$ cat config.mk
export PLATFORM = sky130hd
export DESIGN_NAME = eq2_pattern_detector
export DESIGN_NICKNAME = d
export VERILOG_FILES = /design/src/rtl/eq2_pd_pkg.sv /design/src/rtl/eq2_pattern_detector_sym_eq2.sv /design/src/rtl/eq2_pattern_detector.sv
export SDC_FILE = /design/constraint.sdc
export NUM_CORES = 1
export LEC_CHECK = 0
export CAP_MARGIN = 20
export CORE_ASPECT_RATIO = 0.9
export CORE_MARGIN = 2
export CORE_UTILIZATION = 55
export DETAILED_ROUTE_END_ITERATION = 10
export PLACE_DENSITY = 0.84
export SKIP_LAST_GASP = 1
export SLEW_MARGIN = 20
export SYNTH_ARGS = -nofsm -noshare
export SYNTH_HDL_FRONTEND = slang
export SYNTH_SLANG_ARGS = --single-unit
$ cat constraint.sdc
create_clock -name CLK -period 6 [get_ports CLK]
set_input_delay 0.9 -clock CLK [delete_from_list [all_inputs] [get_ports CLK]]
set_output_delay 0.9 -clock CLK [all_outputs]
set_load 0.02 [all_outputs]
$ cat src/rtl/eq2_pd_pkg.sv
`default_nettype none
// ============================================================================
// Module      : eq2_pd_pkg
// Description : Shared types and constants for the EQ2 pattern detector.
// Revision    : 1.0 - initial release
// ============================================================================
package eq2_pd_pkg;

  localparam int SYM_W     = 2;
  localparam int DEPTH_MAX = 16;

  typedef logic [SYM_W-1:0] sym_t;

  typedef enum logic [0:0] {
    FILL  = 1'b0,
    ARMED = 1'b1
  } state_t;

endpackage : eq2_pd_pkg
`default_nettype wire

$ cat src/rtl/eq2_pattern_detector_sym_eq2.sv
`default_nettype none
// ============================================================================
// Module      : sym_eq2
// Description : 2-bit symbol equality cell, one per history slot.
// Revision    : 1.0 - initial release
// ============================================================================
module sym_eq2
  import eq2_pd_pkg::*;
(
  input  sym_t a,
  input  sym_t b,
  output logic eq
);

  // Pure combinational compare of one history slot against its pattern slot
  assign eq = (a == b);

endmodule : sym_eq2
`default_nettype wire

$ cat src/rtl/eq2_pattern_detector.sv
`default_nettype none
// ============================================================================
// Module      : eq2_pattern_detector
// Description : Streaming 2-bit-symbol pattern detector with valid/ready
//               input, registered match event output and saturating counter.
// Revision    : 1.0 - initial release
// ============================================================================
module eq2_pattern_detector
  import eq2_pd_pkg::*;
#(
  parameter int DEPTH   = 4,
  parameter int OVERLAP = 1,
  parameter int CNT_W   = 8
) (
  input  logic                   CLK,
  input  logic                   RESET,
  input  logic [2*DEPTH-1:0]     PATTERN,
  input  sym_t                   in_data,
  input  logic                   in_valid,
  output logic                   in_ready,
  output logic                   out_valid,
  input  logic                   out_ready,
  output logic [CNT_W-1:0]       out_pos,
  output logic [CNT_W-1:0]       match_cnt
);

  localparam int                HIST_W  = SYM_W * DEPTH;
  localparam int                FILL_W  = $clog2(DEPTH_MAX + 1);
  localparam logic [FILL_W-1:0] C_DEPTH = FILL_W'(DEPTH);

  logic [HIST_W-1:0] r_hist;
  logic [HIST_W-1:0] w_next_hist;
  logic [FILL_W-1:0] r_fill;
  logic [FILL_W-1:0] w_next_fill;
  logic [CNT_W-1:0]  r_sym_idx;
  logic [CNT_W-1:0]  r_out_pos;
  logic [CNT_W-1:0]  r_match_cnt;
  logic              r_out_valid;
  logic [DEPTH-1:0]  w_slot_eq;
  logic              w_accept;
  logic              w_full_next;
  logic              w_hit;
  logic              w_flush;
  state_t            r_state;
  state_t            w_state_nxt;

  // Ready whenever the output slot is empty or being drained this cycle
  assign in_ready    = !r_out_valid | out_ready;
  assign w_accept    = in_valid & in_ready;

  // Would-be history and fill level including the symbol on the input
  assign w_next_hist = {r_hist[HIST_W-SYM_W-1:0], in_data};
  assign w_next_fill = (r_state == ARMED) ? C_DEPTH : r_fill + 1'b1;
  assign w_full_next = (w_next_fill == C_DEPTH);
  assign w_hit       = w_accept & w_full_next & (&w_slot_eq);
  assign w_flush     = w_hit & (OVERLAP == 0);

  generate
    for (genvar k = 0; k < DEPTH; k++) begin : g_slot
      sym_eq2 u_eq (
        .a  (w_next_hist[SYM_W*k +: SYM_W]),
        .b  (PATTERN[SYM_W*k +: SYM_W]),
        .eq (w_slot_eq[k])
      );
    end
  endgenerate

  // State register
  always_ff @(posedge CLK) begin
    if (RESET) r_state <= FILL;
    else       r_state <= w_state_nxt;
  end

  // Next state: arm once DEPTH symbols are held, disarm when a match flushes
  always_comb begin
    w_state_nxt = r_state;
    case (r_state)
      FILL:    if (w_accept && w_full_next && !w_flush) w_state_nxt = ARMED;
      ARMED:   if (w_flush) w_state_nxt = FILL;
      default: w_state_nxt = FILL;
    endcase
  end

  // Symbol history, fill level and running symbol index
  always_ff @(posedge CLK) begin
    if (RESET) begin
      r_hist    <= '0;
      r_fill    <= '0;
      r_sym_idx <= '0;
    end else if (w_accept) begin
      r_sym_idx <= r_sym_idx + 1'b1;
      if (w_flush) begin
        r_hist <= '0;
        r_fill <= '0;
      end else begin
        r_hist <= w_next_hist;
        r_fill <= w_next_fill;
      end
    end
  end

  // Match event register and saturating match counter
  always_ff @(posedge CLK) begin
    if (RESET) begin
      r_out_valid <= 1'b0;
      r_out_pos   <= '0;
      r_match_cnt <= '0;
    end else if (w_hit) begin
      r_out_valid <= 1'b1;
      r_out_pos   <= r_sym_idx;
      if (r_match_cnt != '1) r_match_cnt <= r_match_cnt + 1'b1;
    end else if (r_out_valid && out_ready) begin
      r_out_valid <= 1'b0;
    end
  end

  assign out_valid = r_out_valid;
  assign out_pos   = r_out_pos;
  assign match_cnt = r_match_cnt;

endmodule : eq2_pattern_detector
`default_nettype wire

**Yosys cells after proc, flatten, opt, wreduce, memory -nomap -nowiden**

Index checks and enable logic that the tools add are counted.

- Input port bits: 14
- Output and inout bits: 18
- Register bits after elaboration: 37
- Word-level logic and storage cells: 32

- Bitwise operators: 5
- Reductions and logical operators: 6
- Add/subtract/negate cells: 3
- Equality and inequality tests: 6
- Muxes and demuxes: 5

Operators with widths:

| cell | count |
|---|---|
| adder 8 x 1 -> 8 bit, second input constant | 2 |
| equality test 2 bit | 4 |
| != test 8 bit, second input constant | 1 |
| adder 5 x 1 -> 5 bit, second input constant | 1 |
| equality test 5 x 3 -> 1 bit, second input constant | 1 |
| two-way mux 5 bit | 1 |
| AND reduction 4 bit | 1 |
| AND 1 bit | 3 |
| two-way mux 1 bit | 3 |
| logical AND 1 bit | 2 |
| case mux 1 bit (2 select lines) | 1 |
| AND reduction 2 bit | 1 |
| nonzero test 2 bit | 1 |
| zero test 1 bit | 1 |
| NOT 1 bit | 1 |
| bitwise OR 1 bit | 1 |

**Depth between registers and ports, before layout**

- Depth in word-level cells: 6
- Depth in mapped cells: 8

**Cells and area by module**

From an unflattened synthesis, not the netlist that was laid out.

- Cells, all modules: 210
- Area total of the unflattened synthesis: 1705.4 µm²

By module, submodules not included:

| module | instances | area an instance (µm²) | cells each | sequential area each (µm²) |
|---|---|---|---|---|
| eq2_pattern_detector | 1 | 1620.3 | 198 | 740.7 |
| sym_eq2 | 4 | 21.3 | 3 | 0.0 |

**Least setup slack after synthesis**

No wires, ideal clock.

- Path type: input -> register
- From: input port out_ready
- To: register r_match_cnt[3], in the netlist match_cnt[3]
- Setup time: 0.121 ns
- Path buffers: 1
- Stages: 6
- Arrival: 2.451 ns
- Path slack: 3.429 ns
- Cells stage by stage: nand2b_1 > nand2_1 > or3_1 > clkbuf_2 > nor4_1 > mux2_2

- Longest elaborated chain between the ends: 5

RTL lines:

| element | line | source |
|---|---|---|
| start: declaration | eq2_pattern_detector.sv:22 | `input logic out_ready,` |
| bitwise OR 1 bit | eq2_pattern_detector.sv:48 | `assign in_ready = !r_out_valid \| out_ready;` |
| AND 1 bit | eq2_pattern_detector.sv:49 | `assign w_accept = in_valid & in_ready;` |
| AND 1 bit (2 in a row) | eq2_pattern_detector.sv:55 | `assign w_hit = w_accept & w_full_next & (&w_slot_eq);` |
| AND reduction 2 bit (no source line) | n/a |  |
| end signal: assignment | eq2_pattern_detector.sv:111 | `if (r_match_cnt != '1) r_match_cnt <= r_match_cnt + 1'b1;` |
| end: declaration | eq2_pattern_detector.sv:37 | `logic [CNT_W-1:0] r_match_cnt;` |

Every way passes these cells.
A chain may end at the register's enable or synchronous reset.

**Worst setup path in the final report**

- From: input port out_ready
- To: output port in_ready

- Longest elaborated chain between the ends: 1

RTL lines:

| element | line | source |
|---|---|---|
| bitwise OR 1 bit | eq2_pattern_detector.sv:48 |  |
| end: declaration | eq2_pattern_detector.sv:20 | `output logic in_ready,` |

Every way passes these cells.

==> impl_metrics.ini <==
[clocking]
clockRootBuffer = clkbuf_4
cts_tree = done
path_clk_slew_ns = 0.12
cts_sinks = 37
clock_path_buffers = 2
cts_buffers = 5
clk-insertion-delay-late_ns = 0.34
post_cts_buffers = 0
cts_resized = 0
cts_hold_buf = 0
cts_max_level = 2

[timing]
hold_viol = 0
worstMarginPinSlew_ns = 0.723
fin_crit_sh_pct = 50.9
timing.fmax_mhz = 328
setup_viol = 0
hold_ws_ns = 0.488
fin_setup_tns_ns = 0
rsz0062_at_grt = false
slew_headroom_pct = 51.4
slew_viol_final = 0
min_period_ns = 3.05
fin_skew_ns = 0.0105

[yosys]
synth_seq_cells = 37
synth_seq_area_share_pct = 43.5
synth_edf_count = 0
synth_fp_nets = 225
synth_top_area_share_pct = 43.5
syn_inst = 208
yosysTopAreaCell = dfxtp_1
avgSynthCellArea_sq_um = 8.19
yosys.cell_types.count = 37
async_reset_ff_share_pct = 0
synth-warning-count = 0
synth_area_sq_um = 1700
ys_top_cells_by_area = dfxtp_1, a21oi_1, nand2_1
synthFlopType = dfxtp_1

[pwr]
p_leak_nw = 0.696
peakVddDrop_uv = 159
power_density_nw_per_um2 = 200

[final_layout]
layout_common_cells = dfxtp_1, clkdlybuf4s50_1, nand2_1, a21oi_1, nor2_1
layout_commonest_cell = dfxtp_1
area_growth_pct = 22.3
num_antenna_cells = 0
drive_gt1_share_pct = 6.38
fin_nets = 251
nFillCells = 265
final_core_util_pct = 69.6

[setup_path]
critPathMaxStageDelay_ns = 0.65
crit_type = in -> out
timing.critical_path.mode_cell = clkdlybuf4s50_1
worstPathCellList = clkdlybuf4s50_1, nand2b_1, clkdlybuf4s50_1
path_max_fanout = 4
cp_slowest_cell = clkdlybuf4s50_1
worst_r2r_startpoint = r_fill[0]$_SDFFE_PP0P_
critical_path_arrival_ns = 2.15
worstSetupStartpointType = primary input
crit_required_ns = 5.10
startpoint = out_ready
critPathCaptureType = primary output

[global_routing]
antenna_found_initial = 0
grt_max_degree = 39
grt_pass1_wl_um = 6130
grt_usage_pct = 21.7
first_global_vias = 1346
grt_overflow = 0

[routing]
wl_per_cell_um = 12.9
wirelength_um = 3580
avgViaCountPerCell = 5.47
route.vias.total = 1514
drtPass1Iterations = 4
ant_nets = 0
route.detailed.drc = 0
drt_iter0_drc = 93

[floorplanning]
chipWidth_um = 62.7
coreArea_sq_um = 3000
dieArea_sq_um = 3560
ios = 32
rows = 19
die_h_um = 56.8
initial_utilization_pct = 56.9

[placement]
port_buffers = 31
place_congestion = 0.810
dp_hpwl_um = 2520

[hold_path]
hold_path_class = reg -> reg
hp-start = out_pos[3]$_SDFFE_PP0P_

[job]
cap_violations = 0

[status]
outcome = complete, no violations
## cell type report
cell class / instances / area [sq um] / share of cell area [%]
Clock inverter: 3 / 17.5 / 0.840
Clock buffer: 5 / 37.5 / 1.80
Tap cell: 42 / 52.6 / 2.52
Timing Repair Buffer: 32 / 318 / 15.2
Inverter: 3 / 11.3 / 0.540
Multi-Input combinational cell: 155 / 907 / 43.5
Sequential cell: 37 / 741 / 35.5
## power by group
part           total [mW]  switching, mW  internal (mW)
logic              0.0325         0.0161         0.0164
registers           0.255        0.00501          0.250
clock network       0.130         0.0855         0.0442
## layer usage
layer	vias to the layer above	global-route usage [%]	share of wire, %
met5	-	0	0
met4	0	6.98	0.59
met3	4	5.21	4.1
met2	33	32.9	45
met1	693	30.4	50
li1	784	-	-
## through the flow
| stage | cells | setup slack, ns | cell area [sq um] | total power [mW] |
|---|---|---|---|---|
| after floorplan | 208 | 3.43 | 1700 | 0.279 |
| after global placement | 269 | 2.65 | 2020 | 0.291 |
| after detailed placement | 269 | 2.59 | 2020 | 0.292 |
| after CTS | 277 | 2.92 | 2080 | 0.418 |
| after global routing | 277 | 2.89 | 2080 | 0.439 |
| final | 277 | 2.95 | 2080 | 0.417 |
## worst paths after layout
check / to / slack [ns] / cells past startpoint
min: out_pos[3]$_SDFFE_PP0P_ / 0.49 / 2
max: in_ready / 2.95 / 3
min reg2reg: out_pos[3]$_SDFFE_PP0P_ / 0.49 / 2
max reg2reg: match_cnt[3]$_SDFFE_PP0P_ / 3.69 / 6
## synthesized netlist by cell type (all sizes together) (2+ instances only)
cell type and count:
o21ai 10, o31ai 3, or4 2, nand4 5, dfxtp 37, inv 3
mux2 2, and3 4, nand3 13, a311oi 2, and4 2, nor2 20
nor2b 2, a21oi 25, nand2 26, xnor2 10, clkbuf 12, or3 3
nor3 2, a31oi 4, nor4 2, xor2 5, ha 3
## logic make-up (layout without fill, tap and decap cells)
family | count (synthesis) | after routing | synth area share, %
flops | 37 | 37 | 43.5
fa+ha+maj | 3 | 3 | 2.20
mux | 3 | 3 | 2.13
simple gates | 87 | 87 | 25.2
compound gates | 47 | 47 | 15.7
xor+xnor | 15 | 15 | 7.71
buf+inv | 16 | 43 | 3.60
## registers in the layout, summed over array words and instances, names as in the netlist
signal / count
match_cnt: 8
out_pos: 8
r_sym_idx: 8
r_hist: 6
r_fill: 5
out_valid: 1
r_state: 1
## critical path, delay by kind of cell
kind	cells	cell delay (ns)
buffers and inverters	2	1.10
AND/OR/NAND/NOR	1	0.16
(Power assumes the default switching activity.)
